### config.mk
export PLATFORM = sky130hd
export DESIGN_NAME = echo_sequencer
export DESIGN_NICKNAME = d
export VERILOG_FILES = /design/src/rtl/echo_pkg.sv /design/src/rtl/echo_sequencer_timer.sv /design/src/rtl/echo_sequencer.sv
export SDC_FILE = /design/constraint.sdc
export NUM_CORES = 1
export LEC_CHECK = 0
export BUFFER_PORTS_ARGS = -buffer_cell sky130_fd_sc_hd__buf_2
export CAP_MARGIN = 10
export CORE_ASPECT_RATIO = 0.7
export CORE_UTILIZATION = 40
export DETAILED_ROUTE_END_ITERATION = 10
export PLACE_DENSITY = 0.65
export SYNTH_ARGS = -nofsm -noshare
export SYNTH_HDL_FRONTEND = slang
export SYNTH_SLANG_ARGS = --single-unit
### constraint.sdc
create_clock -name clk -period 2.7 [get_ports clk]
set_clock_uncertainty 0.05 [all_clocks]
set_input_delay 0.54 -clock clk [delete_from_list [all_inputs] [get_ports clk]]
set_output_delay 0.54 -clock clk [all_outputs]
set_load 0.05 [all_outputs]
### src/rtl/echo_pkg.sv
// echo_pkg: shared types and defaults for the echo_sequencer slice.
//   state_t               sequencer FSM states
//   SAMPLE_W              default sample width
//   DEFAULT_SAMPLE_PERIOD clk cycles per sample tick (50 MHz / ~44.1 kHz)
//   DEFAULT_TIMEOUT       wait-state bound used when ECHO_SEQ_TIMEOUT_EN is defined
package echo_pkg;

  typedef enum logic [2:0] {
    IDLE      = 3'd0,
    CFG       = 3'd1,
    REQ       = 3'd2,
    WAIT_SRC  = 3'd3,
    FEED      = 3'd4,
    WAIT_ECHO = 3'd5
  } state_t;

  localparam int SAMPLE_W              = 16;
  localparam int DEFAULT_SAMPLE_PERIOD = 1134;
  localparam int DEFAULT_TIMEOUT       = 64;

endpackage

### src/rtl/echo_sequencer_timer.sv
// sample_rate_timer: sample-period down-counter.
//   clk     system clock
//   reset   synchronous, active-low reset
//   enable  1 = count; 0 = hold at SAMPLE_PERIOD-1
//   tick    1-cycle pulse when the count reaches 0 (counter reloads on that edge)
module sample_rate_timer
  import echo_pkg::*;
#(
  parameter int SAMPLE_PERIOD = DEFAULT_SAMPLE_PERIOD
) (
  input  logic clk,
  input  logic reset,
  input  logic enable,
  output logic tick
);

  localparam int CW = $clog2(SAMPLE_PERIOD);
  localparam logic [CW-1:0] RELOAD = CW'(SAMPLE_PERIOD - 1);

  logic [CW-1:0] cnt;

  always_ff @(posedge clk) begin
    if (!reset) begin
      cnt <= RELOAD;
    end else if (!enable || cnt == '0) begin
      cnt <= RELOAD;
    end else begin
      cnt <= cnt - CW'(1);
    end
  end

  // Terminal count only counts as a tick while running, so a disabled timer never fires.
  assign tick = enable && (cnt == '0);

endmodule

### src/rtl/echo_sequencer.sv
// echo_sequencer: paces sine_reader -> echo sample transfers and forwards delay/gain
// step requests to echo only between samples.
//   clk, reset                   system clock, synchronous active-low reset
//   enable                       run sample ticks (0 = finish current sample, then idle)
//   btn_delay, btn_gain          step request pulses
//   generate_next / src_ready / src_sample    sine_reader handshake
//   echo_in / echo_in_ready / echo_ready / echo_out   echo handshake
//   next_D, next_H               echo config step pulses
//   sample_out, sample_valid     last completed output sample and its update strobe
//   overrun                      sticky: tick arrived while one was already pending
//   timeout_err                  sticky wait timeout
// Optional feature: define ECHO_SEQ_TIMEOUT_EN to bound WAIT_SRC/WAIT_ECHO by TIMEOUT
// cycles; without it the waits are unbounded and timeout_err is tied 0.
//
// state     | meaning
// ----------+-----------------------------------------------------------
// IDLE      | between samples; start a sample or issue a config pulse
// CFG       | one next_D or next_H pulse is on the outputs
// REQ       | generate_next is on the outputs
// WAIT_SRC  | waiting for sine_reader src_ready
// FEED      | echo_in_ready is on the outputs, echo_in stable
// WAIT_ECHO | waiting for echo out_ready
module echo_sequencer
  import echo_pkg::*;
#(
  parameter int SAMPLE_PERIOD = DEFAULT_SAMPLE_PERIOD,
  parameter int TIMEOUT       = DEFAULT_TIMEOUT,
  parameter int WIDTH         = SAMPLE_W
) (
  input  logic             clk,
  input  logic             reset,
  input  logic             enable,
  input  logic             btn_delay,
  input  logic             btn_gain,
  output logic             generate_next,
  input  logic             src_ready,
  input  logic [WIDTH-1:0] src_sample,
  output logic [WIDTH-1:0] echo_in,
  output logic             echo_in_ready,
  output logic             next_D,
  output logic             next_H,
  input  logic             echo_ready,
  input  logic [WIDTH-1:0] echo_out,
  output logic [WIDTH-1:0] sample_out,
  output logic             sample_valid,
  output logic             overrun,
  output logic             timeout_err
);

  if (SAMPLE_PERIOD < 8 || TIMEOUT < 2) begin : g_param_check
    $error("echo_sequencer: SAMPLE_PERIOD must be >= 8 and TIMEOUT >= 2");
  end

  logic tick;

  sample_rate_timer #(
    .SAMPLE_PERIOD(SAMPLE_PERIOD)
  ) u_timer (
    .clk   (clk),
    .reset (reset),
    .enable(enable),
    .tick  (tick)
  );

  state_t           state, state_nx;
  logic             tick_pend, tick_pend_nx;
  logic             pend_d, pend_d_nx;
  logic             pend_h, pend_h_nx;
  logic             gen_nx, ein_rdy_nx, nd_nx, nh_nx, sv_nx, ovr_nx;
  logic [WIDTH-1:0] echo_in_nx, sample_out_nx;

`ifdef ECHO_SEQ_TIMEOUT_EN
  localparam int WW = $clog2(TIMEOUT);
  localparam logic [WW-1:0] WAIT_LOAD = WW'(TIMEOUT - 1);
  logic [WW-1:0] wait_cnt, wait_cnt_nx;
  logic          timeout_err_nx;
`endif

  always_ff @(posedge clk) begin
    if (!reset) begin
      state         <= IDLE;
      tick_pend     <= 1'b0;
      pend_d        <= 1'b0;
      pend_h        <= 1'b0;
      generate_next <= 1'b0;
      echo_in_ready <= 1'b0;
      next_D        <= 1'b0;
      next_H        <= 1'b0;
      sample_valid  <= 1'b0;
      overrun       <= 1'b0;
      echo_in       <= '0;
      sample_out    <= '0;
`ifdef ECHO_SEQ_TIMEOUT_EN
      wait_cnt      <= '0;
      timeout_err   <= 1'b0;
`endif
    end else begin
      state         <= state_nx;
      tick_pend     <= tick_pend_nx;
      pend_d        <= pend_d_nx;
      pend_h        <= pend_h_nx;
      generate_next <= gen_nx;
      echo_in_ready <= ein_rdy_nx;
      next_D        <= nd_nx;
      next_H        <= nh_nx;
      sample_valid  <= sv_nx;
      overrun       <= ovr_nx;
      echo_in       <= echo_in_nx;
      sample_out    <= sample_out_nx;
`ifdef ECHO_SEQ_TIMEOUT_EN
      wait_cnt      <= wait_cnt_nx;
      timeout_err   <= timeout_err_nx;
`endif
    end
  end

`ifndef ECHO_SEQ_TIMEOUT_EN
  assign timeout_err = 1'b0;
`endif

  // All strobes are decided on the transition into their state and registered, so each
  // output is high exactly for the one cycle spent in CFG / REQ / FEED or right after
  // the echo handshake.
  always_comb begin
    state_nx      = state;
    tick_pend_nx  = tick_pend | tick;
    pend_d_nx     = pend_d | btn_delay;
    pend_h_nx     = pend_h | btn_gain;
    ovr_nx        = overrun | (tick & tick_pend);
    gen_nx        = 1'b0;
    ein_rdy_nx    = 1'b0;
    nd_nx         = 1'b0;
    nh_nx         = 1'b0;
    sv_nx         = 1'b0;
    echo_in_nx    = echo_in;
    sample_out_nx = sample_out;
`ifdef ECHO_SEQ_TIMEOUT_EN
    wait_cnt_nx    = wait_cnt;
    timeout_err_nx = timeout_err;
`endif
    case (state)
      IDLE: begin
        // A left-over pending tick only starts a sample while still enabled.
        if (tick || (tick_pend && enable)) begin
          state_nx     = REQ;
          gen_nx       = 1'b1;
          tick_pend_nx = 1'b0;
        end else if (pend_d) begin
          state_nx  = CFG;
          nd_nx     = 1'b1;
          pend_d_nx = btn_delay;
        end else if (pend_h) begin
          state_nx  = CFG;
          nh_nx     = 1'b1;
          pend_h_nx = btn_gain;
        end
      end
      CFG: state_nx = IDLE;
      REQ: begin
        state_nx = WAIT_SRC;
`ifdef ECHO_SEQ_TIMEOUT_EN
        wait_cnt_nx = WAIT_LOAD;
`endif
      end
      WAIT_SRC: begin
        if (src_ready) begin
          state_nx   = FEED;
          echo_in_nx = src_sample;
          ein_rdy_nx = 1'b1;
        end
`ifdef ECHO_SEQ_TIMEOUT_EN
        else if (wait_cnt == '0) begin
          state_nx       = IDLE;
          timeout_err_nx = 1'b1;
        end else begin
          wait_cnt_nx = wait_cnt - WW'(1);
        end
`endif
      end
      FEED: begin
        state_nx = WAIT_ECHO;
`ifdef ECHO_SEQ_TIMEOUT_EN
        wait_cnt_nx = WAIT_LOAD;
`endif
      end
      WAIT_ECHO: begin
        if (echo_ready) begin
          state_nx      = IDLE;
          sample_out_nx = echo_out;
          sv_nx         = 1'b1;
        end
`ifdef ECHO_SEQ_TIMEOUT_EN
        else if (wait_cnt == '0) begin
          state_nx       = IDLE;
          timeout_err_nx = 1'b1;
        end else begin
          wait_cnt_nx = wait_cnt - WW'(1);
        end
`endif
      end
      default: state_nx = IDLE;
    endcase
  end

endmodule
# == Word-level counts from Yosys, hierarchy flattened ==
# Cells that the tools add are included.
# classes
n_addsub,1
eq_ne,7
muxes,20
n_bitwise,7
reduce_logical,16
# op_table
cell,n
$mux 3,5
$pmux 3 s5,1
$mux 1,14
$logic_not 11->1,1
$sub 11x1->11 const B,1
$reduce_and 2->1,5
$eq 3x2->1 const B,2
$eq 3x3->1 const B,2
$ne 2x2->1 const B,2
$ne 4x4->1 const B,1
$or 1x1->1,4
$reduce_or 4->1,1
$logic_not 3->1,1
$reduce_and 3->1,1
$reduce_or 3->1,1
$logic_and 1x1->1,2
$logic_or 1x1->1,2
$not 1->1,2
$reduce_or 2->1,1
$and 1x1->1,1
$logic_not 1->1,1
# word_totals
ff_bits,55
input_bits,39
out_inout_bits,39
word_cells,64

# == Logic depth before layout (Yosys ltp) ==
# logic_depth
depth_word,5
ltp_mapped,6
mapped_depth_nobuf,6

# == Modules after synthesis ==
# Synthesis repeated with hierarchy kept, for this count alone.
# unflattened
hier_cells,251
area_unflattened_um2,2144.6
# by_module_without_submodules
module,n_inst,cells_each,area_per_inst_um2,seq_area_each_um2
echo_sequencer,1,194,1626.6,880.8
sample_rate_timer,1,57,518.0,220.2

# == Worst setup path before layout ==
# No wires, ideal clock.
# synth_timing
path_type,register to register
from,reg u_timer.cnt[0]
to,reg state[0]
setup_time_ns,0.122
t_arrival_ns,1.325
required_time_ns,2.528
slack_ns,1.204
path_stages_with_launch,7
n_path_buf,0
period_less_slack_ns,1.496
path_cell_list,dfxtp_1 > inv_1 > ha_1 > nor3b_2 > nand3_1 > a211o_1 > o311a_1
# synth_via
elab_chain_len,5
word_cells_on_any_way,7
classes_between,1 x eq/ne; 2 x mux; 4 x reduce/logical
# synth_lines
element,line,text
from (decl),echo_sequencer_timer.sv:20,logic [CW-1:0] cnt;
from (signal assigned),echo_sequencer_timer.sv:28,cnt <= cnt - CW'(1);
$logic_not 11->1 *,echo_sequencer_timer.sv:33,assign tick = enable && (cnt == '0);
$logic_and 1x1->1 *,echo_sequencer_timer.sv:33,
$logic_or 1x1->1 *,echo_sequencer.sv:144,if (tick || (tick_pend && enable)) begin
$mux 3 / $ne 4x4->1 (equally long branches),--,
$pmux 3 s5 / $reduce_and 3->1 (equally long branches),--,
to (signal assigned),echo_sequencer.sv:98,state <= state_nx;
to (decl),echo_sequencer.sv:65,"state_t state, state_nx;"
# Every way passes the cells marked *; elsewhere a longest branch is shown, timed or not.
# A chain may end at the register's enable or synchronous reset.

# == Worst setup path after layout ==
# Same ends and word-level chain as after synthesis.

==> impl_results.md <==
- Routability congestion estimate: 0.768
- Resized cells post-CTS: 0
- Footprint of the multi-input gates: 986 um2
- Required time worst endpoint: 2850 ps
- Synth area leaders: dfxtp_1, nand2_1, a21boi_0, a21boi_1, nor2_1
- Starting density of the core: 43.4%
- Crit share post-route: 63.3%
- Yosys warnings: 0
- VDD IR-drop max: 0.000306 V
- Antenna cells: 0
- Row count: 21
- Routed len/inst: 11.5 um
- TritonCTS clock tree: done
- Detailed Routing Iterations Pass 1: 4
- Status: complete, no violations
- Synth-to-layout area growth: 24.5%
- CTS Buffer Depth: 2
- Ys async rst share: 0%
- Crit Path Category: reg -> reg
- Post-synth top cells: nand2_1, dfxtp_1, a21boi_0
- Vias in the first global route: 1689
- Sequential share of the synthesized area: 51.0%
- Setup TNS: 0 ps
- Largest family of logic cells by synthesized area: simple AND/OR/NAND/NOR gates
- R2R depth: 6
- Die H: 63.4 um
- WL met2: 1.74 mm
- Post-synthesis cell area: 2160 um2
- Sequential cell area: 1100 um2
- DRC viols: 0
- Leakage: 1.12 nW
- Most numerous cell in the Yosys netlist: nand2_1
- Dpl cells: 381
- Global-route wire length before repair: 7.78 mm
- Netlist cell types: 40
- Peak Freq: 0.585 GHz
- Worst Hold Path EP: u_timer.cnt[0]
- Wire length on met1: 2.34 mm
- Min Tclk post-route: 1710 ps
- Htree depth: 2
- Cell area after layout: 2690 um2
- Post-synth top area cell: dfxtp_1
- #FFs+latches synth: 55
- Root buf cell: clkbuf_8
- Vias: 1839
- DRT antenna net count: 0
- RR Endpoint: state[0]
- # IOs: 78
- R2R Setup Slk: 990 ps
- Die W: 89.8 um
- Hold Path Depth: 1
- Final setup fails: 0
- Synth Area in Simple Gates: 26.2%
- Area after DPL: 2580 um2
- Routed wire length: 4.44 mm
- Post-detail-place hpwl: 3.23 mm
- Fin cells: 388
- Hold buffers post-CTS: 0
- Final hold slack: 355 ps
- Compound-Gate Fraction of Synth Area: 15.9%
- Syn Inst Count: 246
- Adder-cell share of the synthesized area: 0.580%
- Crit path DAT: 1860 ps
- DIE AREA: 5700 um2
- HP Start: u_timer.cnt[0]
- Overall Power: 1.44 mW
- Top_reg_cell synth: dfxtp_1
- Via/cell ratio: 4.74
- Core box area: 4970 um2
- Post-synthesis mux area share: 0%
- Initial antenna violation count: 0
- Endpoints failing hold: 0
- Share of layout cells above drive strength 1: 29.2%
- Final Max Slew Viols: 0
- IO buf count: 76
- RSZ-0062 raised after global routing: false
- Worst skew pair latency: 300 ps
- Syn Nets: 286
- Clock transition at path regs: 100 ps
- CTS Buf Count: 5
- Largest net degree at the start of global routing: 25
- Post-CTS Setup Repair Bufs: 0
- Worst hold path type: reg -> reg
- Initial DRC count: 45
- Max-Cap Viols: 0
- Fill count: 500
- Pre-CTS setup slack: 956 ps
- Total grt overflow: 0
- CP endpoint kind: flip-flop
- Xor and xnor fraction of the mapped netlist area: 2.84%
- Final nets: 359
- Max-slew headroom: 52.9%
- Top sig layer: met4
- Pin slew with the least headroom to its limit: 704 ps
- Critical path's slowest cell: nor3b_2
- Crit path max fanout: 5
- CP max stage delay: 340 ps
- Number of flops mapped to enable cells by yosys: 0
- Mapped Avg Cell Area: 8.77 um2
- Final core occ: 54.1%
- Crit-path cells: inv_1 > ha_1 > nor3b_2 > nand3_1 > a211o_1 > o311a_1
- Gr usage total: 16.8%
- Met3 wire length: 343 um
- Top cell type's share of synthesized area: 51.0%
- PwrDens: 535 nW/um2
- Clock sinks: 55
- Startpoint Class: flip-flop
- Worst r2r src: u_timer.cnt[0]
- Final worst setup slack: 990 ps
-- where the power goes --
part | total (mW) | internal, mW | switching [mW]
Sequential | 0.826 | 0.819 | 0.00782
Combinational | 0.0849 | 0.0408 | 0.0440
Clock | 0.527 | 0.271 | 0.255
Total | 1.44 | 1.13 | 0.307
-- final cells by class --
cell class                      instances  area share, %
Timing Repair Buffer                   78           14.7
Multi-Input combinational cell        176           36.7
Sequential cell                        55           41.0
Clock buffer                            5           2.56
Clock inverter                          2           1.40
Inverter                                3          0.419
Tap cell                               69           3.21
-- worst max-delay path by stage --
stage,from,endpoint,slack [ps],cells after the start
floorplan,u_timer.cnt[0],state[0],1200,6
global placement,src_ready,echo_in[3],990,4
detailed placement,src_ready,echo_in[4],960,4
CTS,u_timer.cnt[0],state[0],990,6
global route,u_timer.cnt[0],state[0],890,6
finish,u_timer.cnt[0],state[0],990,6
-- cells by family (layout without fill, tap and decap cells) --
family,Yosys count,in the layout
DFF,55,55
other,1,1
buffers and inverters,15,88
xor gates and xnor gates,7,7
adders and majority gates,1,1
AOI/OAI and AO/OA,46,46
and+or+nand+nor,121,121
-- sequential cells by signal (all words and copies together), names as in the netlist, 3 cells and up --
register	count
echo_in	16
state	3
u_timer.cnt	11
sample_out	16
-- layer usage --
layer | track usage [%] | vias up
li1 | - | 959
met1 | 23.7 | 814
met2 | 24.8 | 64
met3 | 5.56 | 2
met4 | 3.69 | 0
met5 | 0 | -
-- worst max-delay path, delay by kind of cell (launching register included) --
kind / cells / cell delay [ps]
compound gates: 2 / 440
buf+inv: 1 / 50
flops: 1 / 330
fa+ha+maj: 1 / 170
simple gates: 2 / 570
-- cell usage in the layout (no fill, tap or decap), drive strengths merged, types with 2 or more instances in the layout --
cell	n
o21a	2
nand2	80
inv	3
and3	3
nand2b	3
nor4	2
a31oi	2
nor3b	3
o21ai	2
dfxtp	55
and2	2
nand3	7
buf	78
nor2	10
clkbuf	5
nor4b	2
xnor2	3
xor2	4
a21boi	33
nor3	6
(Power assumes the default switching activity.)
